<file path="src/rtl/fwd_hazard_unit.sv">
// Operand forwarding, load-use/RAW/WAW stall generation and a scoreboard of outstanding long-latency writes.
// Optional performance counters are built when FWD_PERF_CNT_EN is defined.

module fwd_port_mux #(
   parameter int XLEN = 32,
   parameter int RAW  = 5,
   parameter int NSTG = 2
) (
   input  logic [RAW-1:0]       rs,
   input  logic [NSTG*RAW-1:0]  stgRd,
   input  logic [NSTG-1:0]      stgRw,
   input  logic [NSTG*XLEN-1:0] stgData,
   input  logic [XLEN-1:0]      rfData,
   output logic [XLEN-1:0]      data,
   output logic                 hit
);
   // Walk oldest to youngest so the youngest matching stage overrides.
   always_comb begin
      data = rfData;
      hit  = 1'b0;
      for (int s = NSTG-1; s >= 0; s--) begin
         if (stgRw[s] && stgRd[s*RAW +: RAW] == rs && rs != '0) begin
            data = stgData[s*XLEN +: XLEN];
            hit  = 1'b1;
         end
      end
   end
endmodule

module fwd_hazard_unit #(
   parameter int XLEN     = 32,
   parameter int RAW      = 5,
   parameter int NRD      = 2,
   parameter int NSTG     = 2,
   parameter int MAX_PEND = 4
) (
   input  logic                 clk,
   input  logic                 rst_n,
   input  logic [NRD*RAW-1:0]   id_rs,
   input  logic [NRD-1:0]       id_rs_vld,
   input  logic [RAW-1:0]       id_rd,
   input  logic                 id_rd_vld,
   input  logic [RAW-1:0]       ex_rd,
   input  logic                 ex_rw,
   input  logic                 ex_is_load,
   input  logic [NSTG*RAW-1:0]  stg_rd,
   input  logic [NSTG-1:0]      stg_rw,
   input  logic [NSTG*XLEN-1:0] stg_data,
   input  logic [NRD*XLEN-1:0]  rf_rdata,
   input  logic                 lat_issue,
   input  logic [RAW-1:0]       lat_issue_rd,
   input  logic                 lat_done,
   input  logic [RAW-1:0]       lat_done_rd,
   output logic [NRD*XLEN-1:0]  fwd_data,
   output logic [NRD-1:0]       fwd_hit,
   output logic                 stall,
   output logic                 pend_full,
`ifdef FWD_PERF_CNT_EN
   output logic [31:0]          perf_fwd_cnt,
   output logic [31:0]          perf_stall_cnt,
`endif
   output logic                 sb_err
);
   localparam int NREG = 1 << RAW;
   localparam int CNTW = $clog2(MAX_PEND+1);

   logic [NREG-1:0] pend, pendNext;
   logic [CNTW-1:0] pendCnt;
   logic loadUse, rawStall, wawStall;
   logic issueOk, doneOk, issueAccept, sbViol;

   for (genvar p = 0; p < NRD; p++) begin : gPort
      fwd_port_mux #(.XLEN(XLEN), .RAW(RAW), .NSTG(NSTG)) uMux (
         .rs      (id_rs[p*RAW +: RAW]),
         .stgRd   (stg_rd),
         .stgRw   (stg_rw),
         .stgData (stg_data),
         .rfData  (rf_rdata[p*XLEN +: XLEN]),
         .data    (fwd_data[p*XLEN +: XLEN]),
         .hit     (fwd_hit[p])
      );
   end

   always_comb begin
      loadUse  = 1'b0;
      rawStall = 1'b0;
      for (int p = 0; p < NRD; p++) begin
         if (id_rs_vld[p]) begin
            if (ex_rw && ex_is_load && ex_rd != '0 && id_rs[p*RAW +: RAW] == ex_rd)
               loadUse = 1'b1;
            if (pend[id_rs[p*RAW +: RAW]])
               rawStall = 1'b1;
         end
      end
   end

   assign wawStall  = id_rd_vld && id_rd != '0 && pend[id_rd];
   assign stall     = loadUse | rawStall | wawStall;
   assign pend_full = (pendCnt == CNTW'(MAX_PEND));

   // A same-cycle completion frees a slot, and re-issuing to the rd that completes is legal.
   assign issueOk     = lat_issue && lat_issue_rd != '0;
   assign doneOk      = lat_done && lat_done_rd != '0 && pend[lat_done_rd];
   assign issueAccept = issueOk
                        && (!pend[lat_issue_rd] || (doneOk && lat_done_rd == lat_issue_rd))
                        && (!pend_full || doneOk);
   assign sbViol      = (lat_done && !doneOk) || (issueOk && !issueAccept);

   always_comb begin
      pendNext = pend;
      if (doneOk)      pendNext[lat_done_rd]  = 1'b0;
      if (issueAccept) pendNext[lat_issue_rd] = 1'b1;
   end

   always_ff @(posedge clk or negedge rst_n) begin
      if (!rst_n) begin
         pend    <= '0;
         pendCnt <= '0;
         sb_err  <= 1'b0;
      end else begin
         pend    <= pendNext;
         pendCnt <= pendCnt + CNTW'(issueAccept) - CNTW'(doneOk);
         if (sbViol) sb_err <= 1'b1;
      end
   end

`ifdef FWD_PERF_CNT_EN
   logic [31:0] fwdInc;

   always_comb begin
      fwdInc = '0;
      for (int p = 0; p < NRD; p++)
         fwdInc = fwdInc + 32'(fwd_hit[p] & id_rs_vld[p]);
   end

   always_ff @(posedge clk or negedge rst_n) begin
      if (!rst_n) begin
         perf_fwd_cnt   <= '0;
         perf_stall_cnt <= '0;
      end else if (stall) begin
         perf_stall_cnt <= perf_stall_cnt + 32'd1;
      end else begin
         perf_fwd_cnt   <= perf_fwd_cnt + fwdInc;
      end
   end
`endif
endmodule

</file>
<file path="config.mk">
export PLATFORM = sky130hd
export DESIGN_NAME = fwd_hazard_unit
export DESIGN_NICKNAME = d
export VERILOG_FILES = /design/src/rtl/fwd_hazard_unit.sv
export SDC_FILE = /design/constraint.sdc
export NUM_CORES = 1
export LEC_CHECK = 0
export ABC_AREA = 0
export CELL_PAD_IN_SITES_DETAIL_PLACEMENT = 2
export CELL_PAD_IN_SITES_GLOBAL_PLACEMENT = 2
export CORE_MARGIN = 3
export CORE_UTILIZATION = 23
export DETAILED_ROUTE_END_ITERATION = 16
export HOLD_SLACK_MARGIN = 0.08
export PLACE_DENSITY_LB_ADDON = 0.1
export SLEW_MARGIN = 25
export SYNTH_ARGS = -nofsm -noshare
export SYNTH_HDL_FRONTEND = slang
export SYNTH_SLANG_ARGS = --single-unit
</file>
<file path="constraint.sdc">
create_clock -name clk -period 3.5 [get_ports clk]
set_clock_uncertainty 0.2 [all_clocks]
set_input_delay 0.525 -clock clk [delete_from_list [all_inputs] [get_ports clk]]
set_output_delay 0.525 -clock clk [all_outputs]
set_load 0.05 [all_outputs]
</file>
# Word-level counts from Yosys, hierarchy flattened
# Index checks and enable logic that the tools add are counted.
# totals
elab_cells,94
reg_bits,36
in_bits,179
out_inout_bits,69
# op_classes
add_sub_neg,2
reduce_logical,37
n_eq_ne,8
bitwise,5
order_cmp,7
n_mux,32
# ops
operator,n
$mux W32,6
$eq A5 B5 Y1,7
$and A32 B32 Y32,1
$not A32 Y32,1
$or A32 B32 Y32,1
$lt A5 B6 Y1 const B,5
$reduce_bool A5 Y1,6
$bmux W1 S5,5
$logic_and A1 B1 Y1,24
$mux W1,19
$demux W1 S5,2
$ge A5 B1 Y1 const B,2
$logic_not A1 Y1,4
$add A3 B1 Y3,1
$eq A3 B3 Y1 const B,1
$logic_or A1 B1 Y1,3
$sub A3 B1 Y3,1
$or A1 B1 Y1,2

# Longest topological paths before layout
# Gate-level depths: netlist of run 1.
# depth
word_depth,10
mapped_depth,15
depth_no_buf,11

# Hierarchy
# A second synthesis of run 1 with hierarchy kept.
# hier_totals
hier_cells,732
hier_area_um2,5755.5
# by_module_without_submodules
module,seq_area_each_um2,n_inst,cells_each,area_per_inst_um2
fwd_hazard_unit,900.9,1,330,3508.4
fwd_port_mux,0.0,2,201,1123.6

# Least setup slack after synthesis of run 1
# Ideal clock, no wire load.
# synth_timing
path_type,input to output
from,input id_rs[3]
to,output fwd_data[10]
path_slack_ns,-0.208
arrival_ns,2.983
path_stages,8
t_required_ns,2.775
path_cell_list,clkbuf_1 > xor2_1 > nor3_1 > nand3_1 > nor2_1 > buf_2 > mux2i_1 > o21ai_0
# synth_via
elab_chain_len,5
# synth_rtl
element,line,rtl
from (decl),39,"input logic [NRD*RAW-1:0] id_rs,"
$eq A5 B5 Y1,22,if (stgRw[s] && stgRd[s*RAW +: RAW] == rs && rs != '0) begin
$logic_and A1 B1 Y1 (2 in series),22,
$mux W32,22,
$mux W32 (*),22,
to (decl),54,"output logic [NRD*XLEN-1:0] fwd_data,"
# Mark *: on every way between the ends. The rest lies on a longest branch, timed or not.

# Final worst setup path of run 1
# layout_timing
from,input id_rs[4]
to,output fwd_data[31]
# Same word-level chain as after synthesis.

==> impl_metrics.tcl, run 1 <==
set metrics [dict create \
    h-tree-depth 2 \
    worstMarginPinSlew_ns 0.937 \
    path_buf_inv 4 \
    fmax_ghz 0.294 \
    critPathMaxFanout 16 \
    grt_pass1_wl_mm 50.0 \
    rsz0062_at_grt "yes" \
    final_common_cell "clkdlybuf4s50_1" \
    dpl.hpwl_mm 26.6 \
    timing.final.crit_share_pct 97.2 \
    combPwrFrac_pct 60.4 \
    dpl_worst_slack_ns -0.459 \
    dp.cells 1282 \
    synthCells 708 \
    finalSetupViolations 0 \
    fin_cells 1304 \
    required_ns 2.77 \
    synth-seq-cells 36 \
    ys_warn_count 0 \
    layout_common_cells "clkdlybuf4s50_1, nand2_1, mux2i_1, buf_12, buf_4" \
    cpMostUsedCell "buf_12" \
    syn_nets 889 \
    slew_violations 0 \
    p_sw_share_pct 45.8 \
    hold_class "input pin to asynchronous set/reset pin" \
    grt_usage_pct 25.0 \
    worstPathCellList "clkdlybuf4s50_1, xor2_1, nor3_1, nand3_1, nor2_4, buf_12, mux2i_1, o21ai_0, buf_4, buf_12" \
    reg2reg_slack_ns 0.42 \
    areaGrowthSynthToFinish_pct 78.6 \
    ys_seq_area_share_pct 16.3 \
    seqPwrFrac_pct 26.3 \
    die_w_um 161 \
    port_buffers 247 \
    vias 6969 \
    status "finished, final reports clean" \
    switchingPower_uw 1670 \
    core.rowCount 56 \
    max_slew_margin_pct 37.6 \
    slowest_delay_ns 0.47 \
    hold_viol_final 0 \
    layout.nets 1161 \
    p_per_area_nw_per_um2 371 \
    core_um2 23500 \
    postLayoutCellArea_um2 9840 \
    grt_pass1_vias 7709 \
    synth_area_per_cell_um2 7.79 \
    ys_types 56 \
    r2r_cells 12 \
    crit_type "input pin to output pin" \
    io_pins 248 \
    crit_family "buffers and inverters" \
    r2r-end "pendCnt[2]" \
    cts_buffer_depth 2 \
    antenna_found_initial 6 \
    worstSkewPairLatency_ns 0.30 \
    worst_setup_path_start_kind "input pin" \
    p_clk_share_pct 13.3 \
    ys.flop_type "dfrtp_1" \
    die-area_um2 25900 \
    dr.pass1.iters 7 \
    hold_buffers 0 \
    setup_tns_ns 0 \
    hold_slack_ns 0.170 \
    clk_pin_slew_ns 0.06 \
    drtIter0Drc 316 \
    postRouteAntennaNets 0 \
    numCtsBuffers 5 \
    place_congestion 0.907 \
    cp-end-kind "output pin" \
    r2r-start "pend[23]" \
    wl_per_cell_um 26.1 \
    layout_setup_ws_ns 0.0992 \
    nFillCells 2589 \
    p_int_uw 1980 \
    syn_area_um2 5510 \
    fin_crit_ns 3.40 \
    worstPathArrival_ns 2.68 \
    grt_overflow_total 0 \
    slowest_stage "clkdlybuf4s50_1" \
    final_layout_size_suffix_gt1_share_pct 23.5 \
    die_h_um 161 \
    clockRootBuffer "clkbuf_16" \
    drc 0 \
    async_flop_share_pct 100 \
    ff_latch_area_um2 901 \
    numClockSinks 36 \
    cts_tree "done" \
    drt_wl_total_mm 34.1 \
    multi_input_area_um2 4300 \
    leakagePower_uw 0.00361 \
    grt_max_degree 52 \
    synth-edff-count 0 \
    peakVddDrop_uv 274 \
    initial_utilization_pct 23.4 \
    dpl_cell_area_um2 9450 \
    viasPerCell 5.34 \
    drv_cap 0 \
]
## through the flow
| step | total power [uW] | utilization, % |
|---|---|---|
| after floorplan | 1920 | - |
| after global placement | 3010 | 40.1 |
| after detailed placement | 3090 | 40.1 |
| after CTS | 3600 | 40.9 |
| after global routing | 3840 | 41.8 |
| final | 3650 | 41.8 |
## timing repair
action | CTS | global route
gates resized for setup | 10 | 22
cloned | 1 | 3
setup buffers | 0 | 6
pin swaps | 0 | 4
setup endpoints to repair | 19 | 32
## worst register-to-register path: stages (launching register included)
cell,delay (ns)
dfrtp_1,0.51
mux2_2,0.33
a221o_1,0.34
a222oi_1,0.29
buf_4,0.20
a21oi_4,0.07
nor3b_4,0.16
o21bai_1,0.16
ha_1,0.18
inv_1,0.07
fa_2,0.21
xnor2_2,0.12
xnor2_1,0.14
## state kept, by name (all words and copies together) (netlist names)
register,count
pend,32
pendCnt,3
sb_err,1
## Yosys cell counts, types with 11 or more instances
| cell type | number | area (um^2) |
|---|---|---|
| nand2_1 | 103 | 387 |
| o21ai_0 | 95 | 475 |
| mux2i_1 | 89 | 891 |
| nand3_1 | 64 | 320 |
| nor2_1 | 42 | 158 |
| dfrtp_1 | 36 | 901 |
| clkbuf_1 | 33 | 124 |
| o211ai_1 | 26 | 195 |
| buf_2 | 25 | 125 |
| mux4_2 | 24 | 541 |
| xor2_1 | 22 | 193 |
| a21oi_1 | 11 | 55.1 |
| xnor2_1 | 11 | 96.3 |
## power by group through the flow
stage | combinational, uW | sequential [uW] | clock [uW]
floorplan | 1160 | 764 | 0
global placement | 2060 | 948 | 0
detailed placement | 2140 | 952 | 0
CTS | 2160 | 944 | 489
global route | 2360 | 972 | 507
finish | 2210 | 962 | 485
## worst max-delay path by stage
stage / endpoint / slack (ns) / cells after the start / from
floorplan: fwd_data[0] / 0.10 / 7 / id_rs[3]
global placement: pendCnt[2] / -0.29 / 13 / lat_done_rd[1]
detailed placement: pendCnt[2] / -0.46 / 13 / lat_done_rd[1]
CTS: stall / 0.01 / 9 / id_rs[0]
global route: fwd_data[31] / -0.04 / 10 / id_rs[4]
finish: fwd_data[31] / 0.1 / 10 / id_rs[4]
## layout make-up
type                            instances  area share [%]
Multi-Input combinational cell        591            43.7
Timing Repair Buffer                  342            41.3
Sequential cell                        36            9.15
Tap cell                              319            4.05
Clock buffer                            7            1.45
Inverter                                4           0.153
Antenna cell                            4           0.102
Clock inverter                          1          0.0763
## metal layers
layer,vias to the layer above,part of all wire [%],track usage [%]
met5,-,0.079,0
met4,4,3.4,9.31
met3,74,5.8,5.60
met2,256,50,43.9
met1,3487,41,29.9
li1,3148,-,-
## kinds of logic (layout without fill, tap and decap cells)
group	after synthesis	in the layout	synth area share, %
AOI/OAI and AO/OA	166	166	18.2
xor gates and xnor gates	33	33	5.24
adders and majority gates	2	2	0.590
buffers and inverters	81	354	7.22
DFF	36	36	16.3
muxes	127	127	29.6
other	0	4	0
and+or+nand+nor	263	263	22.7
(Power assumes the default switching activity.)
==> run 2: changes to the inputs <==
ABC_CLOCK_PERIOD_IN_PS = 3500   (was default)
==> results of run 2 <==
Same layout as run 1: the final DEF is identical, and so are final timing and power.
